### config.mk
export PLATFORM = sky130hd
export DESIGN_NAME = predictor_ctrl_flat
export DESIGN_NICKNAME = d
export VERILOG_FILES = /design/src/rtl/predictor_ctrl_if.sv /design/src/rtl/predictor_ctrl.sv /design/src/flat_wrapper.sv
export SDC_FILE = /design/constraint.sdc
export NUM_CORES = 1
export LEC_CHECK = 0
export CORE_MARGIN = 8
export CORE_UTILIZATION = 58
export CTS_CLUSTER_SIZE = 30
export DETAILED_ROUTE_END_ITERATION = 12
export GPL_TIMING_DRIVEN = 0
export PLACE_DENSITY = 0.82
export SLEW_MARGIN = 10
export SYNTH_ARGS = -nofsm -noshare
export SYNTH_HDL_FRONTEND = slang
export SYNTH_SLANG_ARGS = --single-unit
### constraint.sdc
create_clock -name clk -period 7.2 [get_ports clk]
set_input_delay 1.44 -clock clk [delete_from_list [all_inputs] [get_ports clk]]
set_output_delay 1.44 -clock clk [all_outputs]
set_load 0.005 [all_outputs]
### src/rtl/predictor_ctrl_if.sv
// -----------------------------------------------------------------------------
// predictor_ctrl_if
// Bundles the fetch-query, prediction-result and commit-update signals of the
// branch predictor controller.
//   master : fetch / ROB side (drives queries, updates, flush)
//   slave  : predictor_ctrl side (drives readies and prediction result)
// Optional macro PREDICTOR_STAT_EN adds upd_pred_taken, stat_branches and
// stat_miss.
// -----------------------------------------------------------------------------
interface predictor_ctrl_if;
    logic        query_valid;
    logic        query_ready;
    logic [31:0] query_pc;
    logic [31:0] query_inst;
    logic        pred_valid;
    logic        pred_jump;
    logic [31:0] pred_target_pc;
    logic        upd_valid;
    logic        upd_ready;
    logic [31:0] upd_pc;
    logic        upd_taken;
    logic        flush;
`ifdef PREDICTOR_STAT_EN
    logic        upd_pred_taken;
    logic [31:0] stat_branches;
    logic [31:0] stat_miss;

    modport master (
        output query_valid, query_pc, query_inst, upd_valid, upd_pc, upd_taken,
               flush, upd_pred_taken,
        input  query_ready, pred_valid, pred_jump, pred_target_pc, upd_ready,
               stat_branches, stat_miss
    );
    modport slave (
        input  query_valid, query_pc, query_inst, upd_valid, upd_pc, upd_taken,
               flush, upd_pred_taken,
        output query_ready, pred_valid, pred_jump, pred_target_pc, upd_ready,
               stat_branches, stat_miss
    );
`else
    modport master (
        output query_valid, query_pc, query_inst, upd_valid, upd_pc, upd_taken,
               flush,
        input  query_ready, pred_valid, pred_jump, pred_target_pc, upd_ready
    );
    modport slave (
        input  query_valid, query_pc, query_inst, upd_valid, upd_pc, upd_taken,
               flush,
        output query_ready, pred_valid, pred_jump, pred_target_pc, upd_ready
    );
`endif
endinterface

### src/rtl/predictor_ctrl.sv
// -----------------------------------------------------------------------------
// predictor_ctrl
// Owns the branch history table (2^IDX_W two-bit saturating counters behind a
// single access port). After reset the table is swept to weakly-not-taken,
// then each cycle the port serves either an accepted fetch query (priority)
// or one drain of the commit-side update FIFO.
// Ports:
//   clk  - clock
//   rst  - synchronous active-high reset
//   bus  - predictor_ctrl_if.slave: query handshake, registered prediction
//          result, update handshake, flush
// Optional macro PREDICTOR_STAT_EN: counts pushed updates (stat_branches) and
// pushed updates whose predicted direction was wrong (stat_miss).
// -----------------------------------------------------------------------------
module predictor_ctrl #(
    parameter int IDX_W  = 6,
    parameter int QDEPTH = 4
) (
    input  logic             clk,
    input  logic             rst,
    predictor_ctrl_if.slave  bus
);
    localparam int DEPTH = 1 << IDX_W;
    localparam int PTR_W = $clog2(QDEPTH);
    localparam int CNT_W = PTR_W + 1;
    localparam logic [CNT_W-1:0] FULL_CNT = CNT_W'(QDEPTH);
    localparam logic [IDX_W-1:0] LAST_IDX = {IDX_W{1'b1}};
    localparam logic [6:0] OPC_JAL    = 7'b1101111;
    localparam logic [6:0] OPC_BRANCH = 7'b1100011;

    typedef enum logic {ST_INIT = 1'b0, ST_RUN = 1'b1} state_t;

    // Saturating 2-bit counter step toward the observed outcome.
    function automatic logic [1:0] sat_update(input logic [1:0] cnt, input logic taken);
        logic [1:0] res;
        if (taken) begin
            res = (cnt == 2'b11) ? 2'b11 : cnt + 2'b01;
        end else begin
            res = (cnt == 2'b00) ? 2'b00 : cnt - 2'b01;
        end
        return res;
    endfunction

    state_t           state_r;
    logic [IDX_W-1:0] init_ptr_r;
    logic [1:0]       bht_r      [DEPTH];
    logic [IDX_W-1:0] fifo_idx_r [QDEPTH];
    logic             fifo_tkn_r [QDEPTH];
    logic [PTR_W-1:0] wr_ptr_r;
    logic [PTR_W-1:0] rd_ptr_r;
    logic [CNT_W-1:0] count_r;
    logic             pred_valid_r;
    logic             pred_jump_r;
    logic [31:0]      pred_target_r;

    logic             full_s;
    logic             empty_s;
    logic             query_ready_s;
    logic             upd_ready_s;
    logic             accept_s;
    logic             drain_s;
    logic             push_s;
    logic [IDX_W-1:0] query_idx_s;
    logic [IDX_W-1:0] upd_idx_s;
    logic [IDX_W-1:0] head_idx_s;
    logic             head_tkn_s;
    logic [6:0]       opcode_s;
    logic [31:0]      jimm_s;
    logic [31:0]      bimm_s;
    logic             pred_jump_s;
    logic [31:0]      pred_target_s;
    logic             unused_upd_pc_bits_s;

    assign full_s        = (count_r == FULL_CNT);
    assign empty_s       = (count_r == {CNT_W{1'b0}});
    assign query_ready_s = (state_r == ST_RUN) && !full_s;
    assign upd_ready_s   = !full_s;
    assign accept_s      = bus.query_valid && query_ready_s;
    // The table port goes to the query first; a full FIFO blocks queries,
    // so a drain is guaranteed whenever the FIFO is full in RUN.
    assign drain_s       = (state_r == ST_RUN) && !empty_s && !accept_s;
    assign push_s        = bus.upd_valid && upd_ready_s;
    assign query_idx_s   = bus.query_pc[IDX_W+1:2];
    assign upd_idx_s     = bus.upd_pc[IDX_W+1:2];
    assign head_idx_s    = fifo_idx_r[rd_ptr_r];
    assign head_tkn_s    = fifo_tkn_r[rd_ptr_r];
    assign opcode_s      = bus.query_inst[6:0];
    assign jimm_s        = {{11{bus.query_inst[31]}}, bus.query_inst[31], bus.query_inst[19:12],
                            bus.query_inst[20], bus.query_inst[30:21], 1'b0};
    assign bimm_s        = {{19{bus.query_inst[31]}}, bus.query_inst[31], bus.query_inst[7],
                            bus.query_inst[30:25], bus.query_inst[11:8], 1'b0};
    assign unused_upd_pc_bits_s = ^{bus.upd_pc[31:IDX_W+2], bus.upd_pc[1:0]};

    // Prediction decode of the presented instruction; table read has no FIFO bypass.
    always_comb begin
        pred_jump_s   = 1'b0;
        pred_target_s = bus.query_pc + 32'd4;
        case (opcode_s)
            OPC_JAL: begin
                pred_jump_s   = 1'b1;
                pred_target_s = bus.query_pc + jimm_s;
            end
            OPC_BRANCH: begin
                pred_jump_s = bht_r[query_idx_s][1];
                if (pred_jump_s) begin
                    pred_target_s = bus.query_pc + bimm_s;
                end else begin
                    pred_target_s = bus.query_pc + 32'd4;
                end
            end
            default: begin
                pred_jump_s   = 1'b0;
                pred_target_s = bus.query_pc + 32'd4;
            end
        endcase
    end

    // Control FSM: sweep sequencing, FIFO pointers/count and registered prediction.
    always_ff @(posedge clk) begin
        if (rst) begin
            state_r       <= ST_INIT;
            init_ptr_r    <= {IDX_W{1'b0}};
            wr_ptr_r      <= {PTR_W{1'b0}};
            rd_ptr_r      <= {PTR_W{1'b0}};
            count_r       <= {CNT_W{1'b0}};
            pred_valid_r  <= 1'b0;
            pred_jump_r   <= 1'b0;
            pred_target_r <= 32'd0;
        end else begin
            case (state_r)
                ST_INIT: begin
                    init_ptr_r <= init_ptr_r + IDX_W'(1);
                    if (init_ptr_r == LAST_IDX) begin
                        state_r <= ST_RUN;
                    end
                end
                ST_RUN:  state_r <= ST_RUN;
                default: state_r <= ST_INIT;
            endcase

            // A flush in the accept cycle kills the result; later flushes do not.
            pred_valid_r <= accept_s && !bus.flush;
            if (accept_s) begin
                pred_jump_r   <= pred_jump_s;
                pred_target_r <= pred_target_s;
            end

            if (push_s) begin
                wr_ptr_r <= wr_ptr_r + PTR_W'(1);
            end
            if (drain_s) begin
                rd_ptr_r <= rd_ptr_r + PTR_W'(1);
            end
            case ({push_s, drain_s})
                2'b10:   count_r <= count_r + CNT_W'(1);
                2'b01:   count_r <= count_r - CNT_W'(1);
                default: count_r <= count_r;
            endcase
        end
    end

    // Table and FIFO storage: sweep write, or drain read-modify-write; FIFO push.
    always_ff @(posedge clk) begin
        if (!rst) begin
            if (state_r == ST_INIT) begin
                bht_r[init_ptr_r] <= 2'b01;
            end else if (drain_s) begin
                bht_r[head_idx_s] <= sat_update(bht_r[head_idx_s], head_tkn_s);
            end
            if (push_s) begin
                fifo_idx_r[wr_ptr_r] <= upd_idx_s;
                fifo_tkn_r[wr_ptr_r] <= bus.upd_taken;
            end
        end
    end

    assign bus.query_ready    = query_ready_s;
    assign bus.upd_ready      = upd_ready_s;
    assign bus.pred_valid     = pred_valid_r;
    assign bus.pred_jump      = pred_jump_r;
    assign bus.pred_target_pc = pred_target_r;

`ifdef PREDICTOR_STAT_EN
    logic [31:0] stat_branches_r;
    logic [31:0] stat_miss_r;

    // Statistics counters, stepped on each accepted update push.
    always_ff @(posedge clk) begin
        if (rst) begin
            stat_branches_r <= 32'd0;
            stat_miss_r     <= 32'd0;
        end else if (push_s) begin
            stat_branches_r <= stat_branches_r + 32'd1;
            if (bus.upd_pred_taken != bus.upd_taken) begin
                stat_miss_r <= stat_miss_r + 32'd1;
            end
        end
    end

    assign bus.stat_branches = stat_branches_r;
    assign bus.stat_miss     = stat_miss_r;
`endif
endmodule

### src/flat_wrapper.sv
// flat-port wrapper written by rule: the top's interface ports become plain ports
module predictor_ctrl_flat 
#(
    parameter int IDX_W  = 6,
    parameter int QDEPTH = 4
)
  (clk, rst, bus_query_valid, bus_query_pc, bus_query_inst, bus_upd_valid, bus_upd_pc, bus_upd_taken, bus_flush, bus_query_ready, bus_pred_valid, bus_pred_jump, bus_pred_target_pc, bus_upd_ready);
  predictor_ctrl_if bus_i ();
  input  logic clk;
  input  logic rst;
  input wire logic [$bits(bus_i.query_valid)-1:0] bus_query_valid;
  input wire logic [$bits(bus_i.query_pc)-1:0] bus_query_pc;
  input wire logic [$bits(bus_i.query_inst)-1:0] bus_query_inst;
  input wire logic [$bits(bus_i.upd_valid)-1:0] bus_upd_valid;
  input wire logic [$bits(bus_i.upd_pc)-1:0] bus_upd_pc;
  input wire logic [$bits(bus_i.upd_taken)-1:0] bus_upd_taken;
  input wire logic [$bits(bus_i.flush)-1:0] bus_flush;
  output wire logic [$bits(bus_i.query_ready)-1:0] bus_query_ready;
  output wire logic [$bits(bus_i.pred_valid)-1:0] bus_pred_valid;
  output wire logic [$bits(bus_i.pred_jump)-1:0] bus_pred_jump;
  output wire logic [$bits(bus_i.pred_target_pc)-1:0] bus_pred_target_pc;
  output wire logic [$bits(bus_i.upd_ready)-1:0] bus_upd_ready;
  assign bus_i.query_valid = bus_query_valid;
  assign bus_i.query_pc = bus_query_pc;
  assign bus_i.query_inst = bus_query_inst;
  assign bus_i.upd_valid = bus_upd_valid;
  assign bus_i.upd_pc = bus_upd_pc;
  assign bus_i.upd_taken = bus_upd_taken;
  assign bus_i.flush = bus_flush;
  assign bus_query_ready = bus_i.query_ready;
  assign bus_pred_valid = bus_i.pred_valid;
  assign bus_pred_jump = bus_i.pred_jump;
  assign bus_pred_target_pc = bus_i.pred_target_pc;
  assign bus_upd_ready = bus_i.upd_ready;
  predictor_ctrl #(.IDX_W(IDX_W), .QDEPTH(QDEPTH)) u_core (.clk(clk), .rst(rst), .bus(bus_i));
endmodule
==> results.yml <==
yosys:
  synth_top_area_frac: 0.3683
  syn-mean-instance-area_sq_um: 10.52
  synth_most_common_cell: "edfxtp_1"
  synth_edf_count: 156
  synthArstFlopShare: 0
  yosys_most_used_dff: "edfxtp_1"
  yosysUniqueCellTypes: 60
  post_synth_instance_area_sq_mm: 0.01272
  ys_seq_elements: 206
  largest_area_contributor_in_the_netlist: "edfxtp_1"
  ys_warns: 0
  seq_area_frac_synth: 0.4469
  synth_top_cells_by_area: "edfxtp_1, mux2i_1, dfxtp_1"
  synth_fp_nets: 1364
  synth.top_cells.by_count: "edfxtp_1, nor2_1, mux2i_1, nand2_1, a21oi_1"
  post_synth_inst_count: 1209
routing:
  wire_per_inst_um: 22.97
  drtAntennaViolNets: 0
  vias_per_cell: 6.418
  remaining_drc_errors: 0
  drt_first_pass_iters: 5
  top_layer: "met4"
  drt_wl_total_um: 37660
  routed-via-count: 10530
  met3WireLength_um: 3629
  routed-wl-met2_um: 18260
  met1_length_um: 14470
  drt_iter0_markers: 978
die:
  initial_core_util: 0.5865
  std_cell_rows: 54
  io-pin-count: 138
  dieArea_sq_mm: 0.02693
  floorplan.die.width_um: 164.1
  core_area_sq_mm: 0.02169
  fp.dieH_um: 164.1
sta:
  fmaxAchievable_ghz: 0.1912
  post-route-min-period_ns: 5.229
  hold_viol: 0
  min_period_over_period: 0.7263
  worst_max_slew_pin_slew_ns: 1.137
  post_route_skew_ns: 0.01452
  slew-limit-headroom: 0.2395
  hold_slack_ns: 0.4616
  finalSetupViolCount: 0
  maxSlewViolCount: 0
  rsz0062_at_grt: "no"
  totalNegativeSetupSlack_ns: 0
critical_path:
  worst-endpoint-required_ns: 7.57
  worst_path_buf_inv: 1
  critical_path.endpoint_type: "flip-flop"
  crit_path_cell_trace: "clkdlybuf4s50_1 -> ha_1 -> a211oi_1 -> o21ai_0 -> a2111oi_0 -> nor3_1 -> a31oi_1 -> o21ai_0 -> a221o_1 -> a21oi_1 -> nor3_1"
  timing.critical_path.to: "u_core.bus.pred_target_pc[22]"
  cp_slowest_stage_delay_ns: 0.75
  ff2ff_setup_slack_ns: 3.07
  criticalPathCategory: "input port to flip-flop"
  worst_r2r_endpoint: "u_core.bht_r[12][0]"
  slowest_stage: "clkdlybuf4s50_1"
  critical_path.top_delay_family: "compound AO/OA/AOI/OAI gates"
  timing.critical_path.depth: 11
  critical_path_peak_fanout: 7
  startpoint_type: "input port"
  crit_path_start: "bus_query_pc[2]"
  timing.reg2reg.worst_path_depth: 11
  cp_data_arrival_time_ns: 5.60
layout:
  multiInputGateArea_sq_mm: 0.006709
  non_filler_instance_count_after_layout: 1640
  finalInstanceArea_sq_mm: 0.01491
  area.growth.synth_to_final_pct: 17.23
  ff_latch_area_sq_mm: 0.005685
  post_route_cells_drive_above_1_share: 0.06618
  diodes: 0
  finish.net_count: 1500
  fill_cells: 1632
clock_network:
  post_cts_resized: 0
  worst_skew_pair_later_pin_latency_ns: 0.52
  post_cts_clock_slew_at_the_launch_and_capture_registers_of_the_worst_setup_and_hold_paths_ns: 0.06
  cts_inserted_buffers: 22
  cts_setup_buffers: 0
  tritoncts_clock_tree: "done"
  cts-htree-levels: 1
  cts_max_path_buffers: 3
  cts_num_sinks: 206
  cts_root_buf: "clkbuf_16"
  cts_hold_buffers: 0
place:
  postPlaceCellArea_sq_mm: 0.01425
  io_buffers: 110
  gp_congestion: 0.9769
  dpl.hpwl_um: 27570
  placed_cells: 1601
hold_path:
  hold_path_class: "flip-flop to flip-flop"
  timing.hold.worst.start: "u_core.bus.pred_target_pc[0]"
grt:
  grt_start_max_net_pins: 37
  first_global_vias: 10330
  grt_overflow: 0
  grt_antenna_before_repair: 0
  grt_pass1_wl_um: 57790
  grt.total_usage: 0.2770
power_and_ir_drop:
  post-layout-total-power_uw: 2777
  ir_drop_mv: 0.2578
  power_density_mw_per_mm2: 186.2
  power_leakage_uw: 0.005742
run:
  cap_violations: 0
run_status:
  outcome: "finished, final reports clean"
-- cell usage in the layout, fill, tap and decap left out, types with 5 or more instances in the layout --
cell	count
nor2_1	155
a31oi_1	8
or3_1	6
a22oi_1	9
a21o_1	25
edfxtp_1	156
and3_1	15
clkinv_1	7
xor2_1	34
inv_1	15
nand4_1	12
dfxtp_1	50
o21a_1	11
buf_2	21
o21ai_0	48
nand2b_1	5
o221ai_1	5
and2_1	11
nor2b_1	16
a21oi_1	67
a221oi_1	11
mux2i_1	144
nor3_1	28
clkbuf_1	42
a211oi_1	23
clkbuf_16	23
a311oi_1	9
o21bai_1	6
mux4_2	20
xnor2_1	43
ha_1	50
nand2_1	69
a221o_1	8
clkdlybuf4s50_1	110
nand3_1	32
-- worst register-to-register path, cell delays in order, from the launching register on --
cell	delay, ns
dfxtp_1	0.31
buf_1	0.34
mux4_2	0.28
clkbuf_1	0.62
buf_2	0.47
mux2i_1	0.27
mux2i_1	0.13
mux2i_1	0.31
mux2_2	0.23
a21oi_1	0.10
o21ai_4	0.61
buf_16	0.27
-- state kept, by name, indices dropped and copies added (netlist names), named ones only --
signal                     flops
u_core.bus.pred_valid          1
u_core.rd_ptr_r                2
u_core.wr_ptr_r                2
u_core.count_r                 3
u_core.bht_r                 128
u_core.bus.pred_target_pc     32
u_core.state_r                 1
u_core.fifo_idx_r             24
u_core.fifo_tkn_r              4
u_core.init_ptr_r              6
u_core.bus.pred_jump           1
-- cells by family (layout without fill, tap and decap cells) --
family | Yosys count | count (layout) | synth area share
XOR/XNOR | 78 | 78 | 0.05488
AO/OA/AOI/OAI | 257 | 257 | 0.1337
AND/OR/NAND/NOR | 366 | 366 | 0.1324
adder cells (fa/ha/maj) | 53 | 53 | 0.05390
buffers and inverters | 83 | 234 | 0.02774
flip-flops | 206 | 206 | 0.4469
multiplexers | 166 | 166 | 0.1505
-- metal layers --
layer  up-vias  GRT usage
met5         -          0
met2       562     0.4652
met3       101    0.04937
met4         0     0.1103
met1      5053     0.3491
li1       4810          -
-- area by class of cell --
type / instances / share of cell area
buffer: 68 / 0.01988
clock buffer: 25 / 0.03910
clock inverter: 14 / 0.005118
inverter: 15 / 0.003775
multi-input combinational: 920 / 0.4499
sequential: 206 / 0.3812
tap: 280 / 0.02349
timing repair buffer: 112 / 0.07752
-- metrics by stage --
| step | utilization | worst slack [ns] |
|---|---|---|
| final | 0.6876 | 1.971 |
| after global routing | 0.6876 | 1.702 |
| after CTS | 0.6873 | 1.912 |
| after detailed placement | 0.6569 | 1.378 |
| after floorplan | - | 1.700 |
| after global placement | 0.6535 | -1.028 |
-- how the worst min path moves through the flow --
stage,end,slack [ns],cells after the start
global placement,u_core.bus.pred_target_pc[0],0.44,2
detailed placement,u_core.bus.pred_target_pc[0],0.45,2
floorplan,u_core.bus.pred_target_pc[0],0.45,2
CTS,u_core.bus.pred_target_pc[0],0.46,2
global route,u_core.bus.pred_target_pc[0],0.47,2
finish,u_core.bus.pred_target_pc[0],0.46,2
-- report_power, final --
| part | switching (uW) | total [uW] | internal (uW) |
|---|---|---|---|
| sequential | 5.63 | 1280 | 1270 |
| clock | 467 | 1050 | 581 |
| combinational | 263 | 449 | 187 |
Note: power is estimated with default switching activity, not from simulation.
